<file path="src/rtl/haze_pkg.sv">
// Shared constants and helpers for the haze-removal pipe.
// sat_u clamps a wide signed value into an unsigned range of a given bit width.
package haze_pkg;

    localparam int unsigned PIX_W      = 8;
    localparam int unsigned INV_T_W    = 16;
    localparam int unsigned INV_T_FRAC = 14;
    localparam int unsigned NCH_RGB    = 3;
    localparam int unsigned SAT_W      = 48;

    // Clamp signed r to [0, 2^dw-1]; caller truncates the result to dw bits.
    function automatic logic [SAT_W-1:0] sat_u(input logic signed [SAT_W-1:0] r,
                                               input int unsigned dw);
        logic signed [SAT_W-1:0] max_v;
        max_v = (SAT_W'(1) << dw) - SAT_W'(1);
        if (r[SAT_W-1]) begin
            sat_u = '0;
        end else if (r > max_v) begin
            sat_u = max_v;
        end else begin
            sat_u = r;
        end
    endfunction

endpackage

</file>
<file path="src/rtl/srr_channel_mac.sv">
// Per-channel datapath of the radiance recovery: capture, multiply by inv_t,
// round/scale, add atmospheric light and clamp. Load enables come from the shared flow control.
import haze_pkg::*;

module srr_channel_mac #(
    parameter int unsigned DW    = PIX_W,
    parameter int unsigned IW    = INV_T_W,
    parameter int unsigned FRAC  = INV_T_FRAC,
    parameter int unsigned ROUND = 1
) (
    input  logic          clk,
    input  logic          rst,
    input  logic          i_ld1,
    input  logic          i_ld2,
    input  logic          i_ld3,
    input  logic [DW:0]   i_diff,
    input  logic [DW-1:0] i_atm,
    input  logic [IW-1:0] i_inv_t,
    output logic [DW-1:0] o_pix
);

    localparam int unsigned PW = DW + IW + 2;
    localparam int unsigned RW = PW + 1;
    localparam logic signed [PW-1:0] RND_C =
        (ROUND != 0 && FRAC > 0) ? (PW'(1) << (FRAC - 1)) : '0;

    logic [DW:0]            r_diff1;
    logic [DW-1:0]          r_atm1;
    logic signed [PW-1:0]   r_p2;
    logic [DW-1:0]          r_atm2;
    logic [DW-1:0]          r_pix;

    logic signed [PW-1:0]   w_p;
    logic signed [PW-1:0]   w_s;
    logic signed [RW-1:0]   w_r;
    logic [DW-1:0]          w_pix;

    // inv_t is zero-extended so it multiplies as a non-negative signed operand.
    assign w_p   = PW'($signed(r_diff1)) * PW'($signed({1'b0, i_inv_t}));
    assign w_s   = (r_p2 + RND_C) >>> FRAC;
    assign w_r   = $signed({w_s[PW-1], w_s}) + $signed({{(RW-DW){1'b0}}, r_atm2});
    assign w_pix = DW'(sat_u(SAT_W'(w_r), DW));

    always_ff @(posedge clk) begin
        if (rst) begin
            r_diff1 <= '0;
            r_atm1  <= '0;
            r_p2    <= '0;
            r_atm2  <= '0;
            r_pix   <= '0;
        end else begin
            if (i_ld1) begin
                r_diff1 <= i_diff;
                r_atm1  <= i_atm;
            end
            if (i_ld2) begin
                r_p2   <= w_p;
                r_atm2 <= r_atm1;
            end
            if (i_ld3) begin
                r_pix <= w_pix;
            end
        end
    end

    assign o_pix = r_pix;

endmodule

</file>
<file path="src/rtl/scene_radiance_recover.sv">
// Scene-radiance recovery J_c = sat(A_c + (I_c - A_c) * inv_t) over NCH lanes.
// Three-stage ready/valid pipeline; one flow-control chain drives every channel datapath.
import haze_pkg::*;

module scene_radiance_recover #(
    parameter int unsigned NCH   = NCH_RGB,
    parameter int unsigned DW    = PIX_W,
    parameter int unsigned IW    = INV_T_W,
    parameter int unsigned FRAC  = INV_T_FRAC,
    parameter int unsigned ROUND = 1
) (
    input  logic                  clk,
    input  logic                  rst,
    input  logic                  in_valid,
    output logic                  in_ready,
    input  logic [NCH*(DW+1)-1:0] diff,
    input  logic [NCH*DW-1:0]     atm,
    input  logic [IW-1:0]         inv_t,
    output logic                  out_valid,
    input  logic                  out_ready,
    output logic [NCH*DW-1:0]     pix
);

    logic          r_v1;
    logic          r_v2;
    logic          r_v3;
    logic [IW-1:0] r_inv1;

    logic w_rdy1;
    logic w_rdy2;
    logic w_rdy3;
    logic w_ld1;
    logic w_ld2;
    logic w_ld3;

    // A stage may advance when it is empty or the stage after it advances.
    assign w_rdy3 = ~r_v3 | out_ready;
    assign w_rdy2 = ~r_v2 | w_rdy3;
    assign w_rdy1 = ~r_v1 | w_rdy2;

    assign w_ld1 = in_valid & w_rdy1;
    assign w_ld2 = r_v1 & w_rdy2;
    assign w_ld3 = r_v2 & w_rdy3;

    always_ff @(posedge clk) begin
        if (rst) begin
            r_v1   <= 1'b0;
            r_v2   <= 1'b0;
            r_v3   <= 1'b0;
            r_inv1 <= '0;
        end else begin
            if (w_rdy1) r_v1 <= in_valid;
            if (w_rdy2) r_v2 <= r_v1;
            if (w_rdy3) r_v3 <= r_v2;
            if (w_ld1)  r_inv1 <= inv_t;
        end
    end

    assign in_ready  = w_rdy1;
    assign out_valid = r_v3;

    for (genvar c = 0; c < NCH; c++) begin : g_ch
        srr_channel_mac #(
            .DW    (DW),
            .IW    (IW),
            .FRAC  (FRAC),
            .ROUND (ROUND)
        ) u_mac (
            .clk     (clk),
            .rst     (rst),
            .i_ld1   (w_ld1),
            .i_ld2   (w_ld2),
            .i_ld3   (w_ld3),
            .i_diff  (diff[c*(DW+1) +: DW+1]),
            .i_atm   (atm[c*DW +: DW]),
            .i_inv_t (r_inv1),
            .o_pix   (pix[c*DW +: DW])
        );
    end

endmodule

</file>
<file path="config.mk">
export PLATFORM = sky130hd
export DESIGN_NAME = scene_radiance_recover
export DESIGN_NICKNAME = d
export VERILOG_FILES = /design/src/rtl/haze_pkg.sv /design/src/rtl/srr_channel_mac.sv /design/src/rtl/scene_radiance_recover.sv
export SDC_FILE = /design/constraint.sdc
export NUM_CORES = 1
export LEC_CHECK = 0
export ABC_AREA = 1
export CAP_MARGIN = 20
export CELL_PAD_IN_SITES_DETAIL_PLACEMENT = 1
export CELL_PAD_IN_SITES_GLOBAL_PLACEMENT = 1
export CORE_MARGIN = 8
export CORE_UTILIZATION = 49
export DETAILED_ROUTE_END_ITERATION = 6
export GPL_ROUTABILITY_DRIVEN = 0
export PLACE_DENSITY = 0.86
export SYNTH_ARGS = -nofsm -noshare
export SYNTH_HDL_FRONTEND = slang
export SYNTH_SLANG_ARGS = --single-unit
export TNS_END_PERCENT = 10
</file>
<file path="constraint.sdc">
create_clock -name clk -period 7.6 [get_ports clk]
set_clock_uncertainty 0.2 [all_clocks]
set_input_delay 1.52 -clock clk [delete_from_list [all_inputs] [get_ports clk]]
set_output_delay 1.52 -clock clk [all_outputs]
set_load 0.02 [all_outputs]
</file>
==> flow_summary.json, run 1 <==
{
  "timing.final.crit_share_pct": 78.0,
  "ys_top_cells_by_count": "759 x nand2_1, 587 x inv_1, 297 x fa_1, 291 x nor2_1, 219 x ha_1",
  "preCtsSetupSlack_ps": 1660,
  "cp-start-kind": "register",
  "placed_area_mm2": 0.0233,
  "ant_nets": 0,
  "clockBufferDepth": 2,
  "pin_count": 97,
  "fin_area_mm2": 0.0239,
  "vias_per_cell": 5.46,
  "slew_headroom_pct": 27.9,
  "fin_total_pwr_mw": 3.44,
  "root_buffer": "clkbuf_16",
  "netlist.top_cell.by_area": "fa_1",
  "crit_arrival_ps": 6120,
  "synth_seq_cells": 157,
  "fill_cells": 5653,
  "yosys_warnings": 0,
  "die_w_um": 228,
  "max-vdd-ir-drop_mv": 0.191,
  "cp.required_ps": 7790,
  "dr_total_vias": 19800,
  "netlist-cell-type-count": 43,
  "async_flop_share_pct": 0,
  "fp.dieH_um": 228,
  "synth_cells": 3027,
  "tightest_slew_ps": 1080,
  "num_rows": 77,
  "setup_viol_count_final": 0,
  "status": "complete, no violations",
  "leakage_nw": 13.6,
  "drt_wl_total_mm": 69.9,
  "fmax_ghz": 0.169,
  "h-tree-depth": 4,
  "synth_nets": 3614,
  "final_cells": 3629,
  "grt_pass1_vias": 22637,
  "maxCapViolCount": 0,
  "nets": 3610,
  "areaGrowthSynthToFinish_pct": 9.00,
  "core-area_mm2": 0.0442,
  "dpl.hpwl_mm": 55.0,
  "drt_iter0_drc": 1026,
  "synth_area_mm2": 0.0219,
  "cts_hold_buf": 0,
  "tns_ps": 0,
  "grt_use_total_pct": 27.8,
  "yosysMostFrequentCell": "nand2_1",
  "setup_slack_ps": 1670,
  "grt_pass1_wl_mm": 114,
  "multi_input_area_mm2": 0.0161,
  "clk_latency_ps": 500,
  "regArea_mm2": 0.00314,
  "ctsResizeCount": 0,
  "cts_buffers": 17,
  "synth-edff-count": 0,
  "path_class": "register to register",
  "wl_per_cell_um": 19.3,
  "path_clk_slew_ps": 70,
  "cts_tree": "built",
  "die_area_mm2": 0.0518,
  "p_per_area_mw_per_mm2": 144,
  "timing.final.crit_period_ps": 5930,
  "cp_max_fo": 15,
  "hold_viol": 0,
  "clock-sinks": 157,
  "hp-class": "register to register",
  "dp_cells": 3594,
  "ys_seq_area_share_pct": 14.3,
  "postCtsSetupRepairBufs": 0,
  "portBuffers": 96,
  "rsz0062_at_grt": "false",
  "gr-total-overflow": 0,
  "start_util_pct": 49.6,
  "post_route_cells_drive_above_1_share_pct": 3.66,
  "crit_path_end_kind": "register",
  "antenna_found_initial": 2,
  "dr.pass1.iters": 7,
  "netlist.area_leader.share_pct": 27.1,
  "synth.area.top_cells": "fa_1 27%, dfxtp_1 14%, nand2_1 13%, ha_1 12%, inv_1 10%",
  "synth-main-ff-cell": "dfxtp_1",
  "drc_errors": 0,
  "grt_max_degree": 70,
  "synth_area_per_cell_um2": 7.25,
  "slew_viol_final": 0
}
==> flip-flops by register name (all words and copies together), names as in the netlist <==
signal,cells
r_v2,1
out_valid,1
g_ch.u_mac.r_atm2,24
r_v1,1
g_ch.u_mac.o_pix,24
g_ch.u_mac.r_diff1,27
g_ch.u_mac.r_atm1,24
r_inv1,16
g_ch.u_mac.r_p2,39
==> metal layers <==
layer  share of wire (%)  vias to the layer above  GRT usage [%]
li1                    -                     9152              -
met1                  40                     9957           32.0
met2                  51                      528           50.6
met3                 4.9                      163           4.13
met4                 3.4                        0           12.6
met5                   0                        -              0
==> power breakdown <==
part	internal, mW	leakage [nW]	switching [mW]
sequential	0.882	1.30	0.128
clock	0.497	0.290	0.411
combinational	0.573	12.0	0.944
total	1.95	13.6	1.48
==> worst max-delay path: stages, from the launching register on <==
cell	delay (ps)
dfxtp_1	890
buf_4	390
nand2_1	120
fa_1	570
inv_1	60
fa_1	500
inv_1	60
fa_1	540
inv_1	50
fa_1	400
fa_1	410
ha_1	340
a21oi_1	220
o21ai_0	120
a21oi_1	160
nand2_1	130
nand2_1	90
nand2_1	90
nand3_1	110
nand2_1	60
nand2_1	60
nand3_1	110
nand2_1	100
inv_1	40
==> area by class of cell <==
type | instances | area share [%]
Antenna cell | 2 | 0.0209
Clock buffer | 18 | 1.84
Clock inverter | 13 | 0.628
Inverter | 589 | 9.24
Multi-Input combinational cell | 2138 | 67.1
Sequential cell | 157 | 13.1
Tap cell | 592 | 3.10
Timing Repair Buffer | 120 | 4.92
==> cells in the final DEF, fill, tap and decap left out, types with 15 or more instances in the layout <==
cell and n:
nor2_1 291, fa_1 297, clkdlybuf4s50_1 95, nand2_1 757, nor3_1 16, ha_1 219
nand3_1 65, nand4_1 33, buf_4 22, dfxtp_1 157, xor2_1 46, xnor2_1 15
a21oi_1 148, inv_1 586, clkbuf_16 17, nand2_2 17, o21ai_0 147
==> path summary, 6_finish.rpt <==
check | start | end | slack, ps | cells past startpoint
setup / recovery | r_inv1[7] | g_ch[1].u_mac.r_p2[22] | 1670 | 23
setup reg to reg | r_inv1[7] | g_ch[1].u_mac.r_p2[22] | 1670 | 23
hold reg to reg | g_ch[2].u_mac.o_pix[0] | g_ch[2].u_mac.o_pix[0] | 260 | 2
hold / removal | g_ch[2].u_mac.o_pix[0] | g_ch[2].u_mac.o_pix[0] | 260 | 2
==> kinds of logic after synthesis <==
family / Yosys count / synth area share [%]
AOI/OAI and AO/OA: 342 / 8.43
and+or+nand+nor: 1219 / 22.7
xor gates and xnor gates: 61 / 2.43
adders and majority gates: 516 / 39.6
buffers and inverters: 732 / 12.5
DFF: 157 / 14.3
==> stage by stage <==
step                      util [%]  hold WS (ps)
after floorplan                  -           250
after global placement        52.6           253
after detailed placement      52.6           255
after CTS                     54.0           265
after global routing          54.1           283
final                         54.1           264
(Power assumes the default switching activity.)
==> run 2, diff against run 1 <==
--- a/config.mk
+++ b/config.mk
@@ -10,10 +10,10 @@
 export CELL_PAD_IN_SITES_DETAIL_PLACEMENT = 1
 export CELL_PAD_IN_SITES_GLOBAL_PLACEMENT = 1
 export CORE_MARGIN = 8
-export CORE_UTILIZATION = 49
+export CORE_UTILIZATION = 42
 export DETAILED_ROUTE_END_ITERATION = 6
 export GPL_ROUTABILITY_DRIVEN = 0
-export PLACE_DENSITY = 0.86
+export PLACE_DENSITY = 0.79
 export SYNTH_ARGS = -nofsm -noshare
 export SYNTH_HDL_FRONTEND = slang
 export SYNTH_SLANG_ARGS = --single-unit
==> constraint.sdc (replaced) <==
create_clock -name clk -period 5.25 [get_ports clk]
set_clock_uncertainty 0.2 [all_clocks]
set_input_delay 1.05 -clock clk [delete_from_list [all_inputs] [get_ports clk]]
set_output_delay 1.05 -clock clk [all_outputs]
set_load 0.02 [all_outputs]
==> flow_summary.json, run 2 (synthesis gave the netlist of run 1 again) <==
{
  "num_rows": 83,
  "slew_viol_final": 0,
  "h-tree-depth": 4,
  "grt_pass1_vias": 21898,
  "ant_nets": 0,
  "p_int_mw": 2.88,
  "crit_end": "g_ch[0].u_mac.r_p2[22]",
  "path_clk_slew_ps": 90,
  "crit_arrival_ps": 5330,
  "gr-total-overflow": 0,
  "path_cells": "buf_12 -> buf_4 -> nand2_1 -> inv_1 -> fa_1 -> fa_1 -> inv_1 -> fa_1 -> inv_1 -> fa_1 -> fa_1 -> ha_1 -> a21oi_2 -> o21ai_0 -> a21oi_1 -> nand2_1 -> nand2_1 -> nand2_1 -> a21boi_0 -> or2_2 -> nand2_1 -> nand2_1 -> inv_1",
  "root_buffer": "clkbuf_16",
  "p_clk_share_pct": 26.0,
  "grt_max_degree": 75,
  "cts_tree": "built",
  "r2r_start": "r_inv1[3]",
  "grt_pass1_wl_mm": 113,
  "dp_cells": 3769,
  "switching_share_pct": 43.9,
  "areaGrowthSynthToFinish_pct": 13.7,
  "mostFrequentLayoutCells": "756 x nand2_1, 585 x inv_1, 297 x fa_1, 290 x nor2_1, 215 x ha_1",
  "final_cells": 3801,
  "vias_per_cell": 5.19,
  "die_area_mm2": 0.0598,
  "dr.pass1.iters": 5,
  "grt_use_total_pct": 23.4,
  "r2r_slack_ps": 120,
  "status": "complete, no violations",
  "max-vdd-ir-drop_mv": 0.284,
  "fmax_ghz": 0.195,
  "post_route_cells_drive_above_1_share_pct": 7.59,
  "slowest_stage": "fa_1",
  "fp.dieH_um": 245,
  "pin_count": 97,
  "hold_depth": 2,
  "drc_errors": 0,
  "drt_wl_total_mm": 69.9,
  "postCtsSetupRepairBufs": 0,
  "crit_path_end_kind": "register",
  "tightest_slew_ps": 908,
  "cts_buffers": 17,
  "dpl.hpwl_mm": 55.6,
  "reg.largest.list": "g_ch.u_mac.r_p2 x39, g_ch.u_mac.r_diff1 x27",
  "timing.final.crit_period_ps": 5130,
  "cp-startpoint": "r_inv1[3]",
  "antenna_found_initial": 2,
  "path_class": "register to register",
  "dr_total_vias": 19733,
  "clockBufferDepth": 2,
  "hold_viol": 0,
  "top_register": "g_ch.u_mac.r_p2",
  "clk_latency_ps": 510,
  "portBuffers": 96,
  "final_common_cell": "nand2_1",
  "p_comb_share_pct": 47.1,
  "fill_cells": 6518,
  "seq_power_share_pct": 26.9,
  "nets": 3695,
  "maxCapViolCount": 0,
  "slew_headroom_pct": 39.4,
  "p_per_area_mw_per_mm2": 206,
  "core-area_mm2": 0.0515,
  "wl_per_cell_um": 18.4,
  "power_switching_mw": 2.25,
  "ff2ff_path_depth": 23,
  "die_w_um": 245,
  "n_antenna_cell": 0,
  "cp.required_ps": 5450,
  "largest_register_ffs": 39,
  "crit_top_cell": "nand2_1",
  "tns_ps": 0,
  "hp-class": "register to register",
  "start_util_pct": 42.6,
  "cp_max_fo": 20,
  "clock-sinks": 157,
  "cp-start-kind": "register",
  "critPathMaxStageDelay_ps": 530,
  "rsz0062_at_grt": "true",
  "setup_viol_count_final": 0,
  "cts_hold_buf": 0,
  "drt_iter0_drc": 1054,
  "timing.final.crit_share_pct": 97.8,
  "r2r_end": "g_ch[0].u_mac.r_p2[22]",
  "leakage_nw": 14.1
}
[run 2: timing repair]
item,4_1_cts,5_1_grt
pin swaps,0,2
gates resized for setup,1,45
setup endpoints to repair,2,26
[run 2: worst min path at each step]
| stage | from | end |
|---|---|---|
| 2_1_floorplan | g_ch[0].u_mac.r_atm1[0] | g_ch[0].u_mac.r_atm1[0] |
| 3_3_place_gp | g_ch[0].u_mac.o_pix[7] | g_ch[0].u_mac.o_pix[7] |
| 3_5_place_dp | g_ch[0].u_mac.o_pix[1] | g_ch[0].u_mac.o_pix[1] |
| 4_1_cts | g_ch[0].u_mac.o_pix[1] | g_ch[0].u_mac.o_pix[1] |
| 5_1_grt | g_ch[2].u_mac.o_pix[0] | g_ch[2].u_mac.o_pix[0] |
| 6_report | g_ch[1].u_mac.o_pix[3] | g_ch[1].u_mac.o_pix[3] |
[run 2: layout make-up]
class                   instances  area [µm²]  share of cell area (%)
multi-input cells            2138       16200                    64.8
flip-flops and latches        157        3170                    12.7
inverters                     589        2210                    8.88
repair buffers                205        1940                    7.79
well taps                     680         851                    3.41
clock buffers                  17         425                    1.71
clock inverters                15         188                   0.752
[run 2: stage by stage]
step	hold WS (ps)	total power [mW]	instance area [µm²]	worst slack (ps)	util, %
2_1_floorplan	250	2.91	21900	156	-
5_1_grt	291	5.51	24900	-107	48.4
3_3_place_gp	255	3.62	24200	149	47.0
3_5_place_dp	260	3.75	24200	-25.3	47.0
4_1_cts	271	5.13	24800	13.5	48.2
6_report	269	5.13	24900	117	48.4
[run 2: power by group through the flow]
stage / Combinational, mW / Clock [mW] / Sequential (mW)
floorplan: 1.55 / 0 / 1.36
CTS: 2.38 / 1.37 / 1.38
global placement: 2.22 / 0 / 1.40
finish: 2.42 / 1.34 / 1.38
global route: 2.70 / 1.41 / 1.39
detailed placement: 2.35 / 0 / 1.40
[run 2: critical path, delay by kind of cell (launching register included)]
family / cells / cell delay, ps
DFF: 1 / 340
adders and majority gates: 6 / 2650
and+or+nand+nor: 7 / 620
AOI/OAI and AO/OA: 4 / 650
buffers and inverters: 6 / 560
[run 2: routing by layer]
| metal | GRT usage, % | vias to the layer above | routed length (µm) |
|---|---|---|---|
| li1 | - | 9334 | - |
| met1 | 28.4 | 9873 | 30200 |
| met2 | 42.4 | 414 | 35200 |
| met3 | 3.11 | 112 | 2540 |
| met4 | 7.50 | 0 | 1870 |
| met5 | 0 | - | 0 |
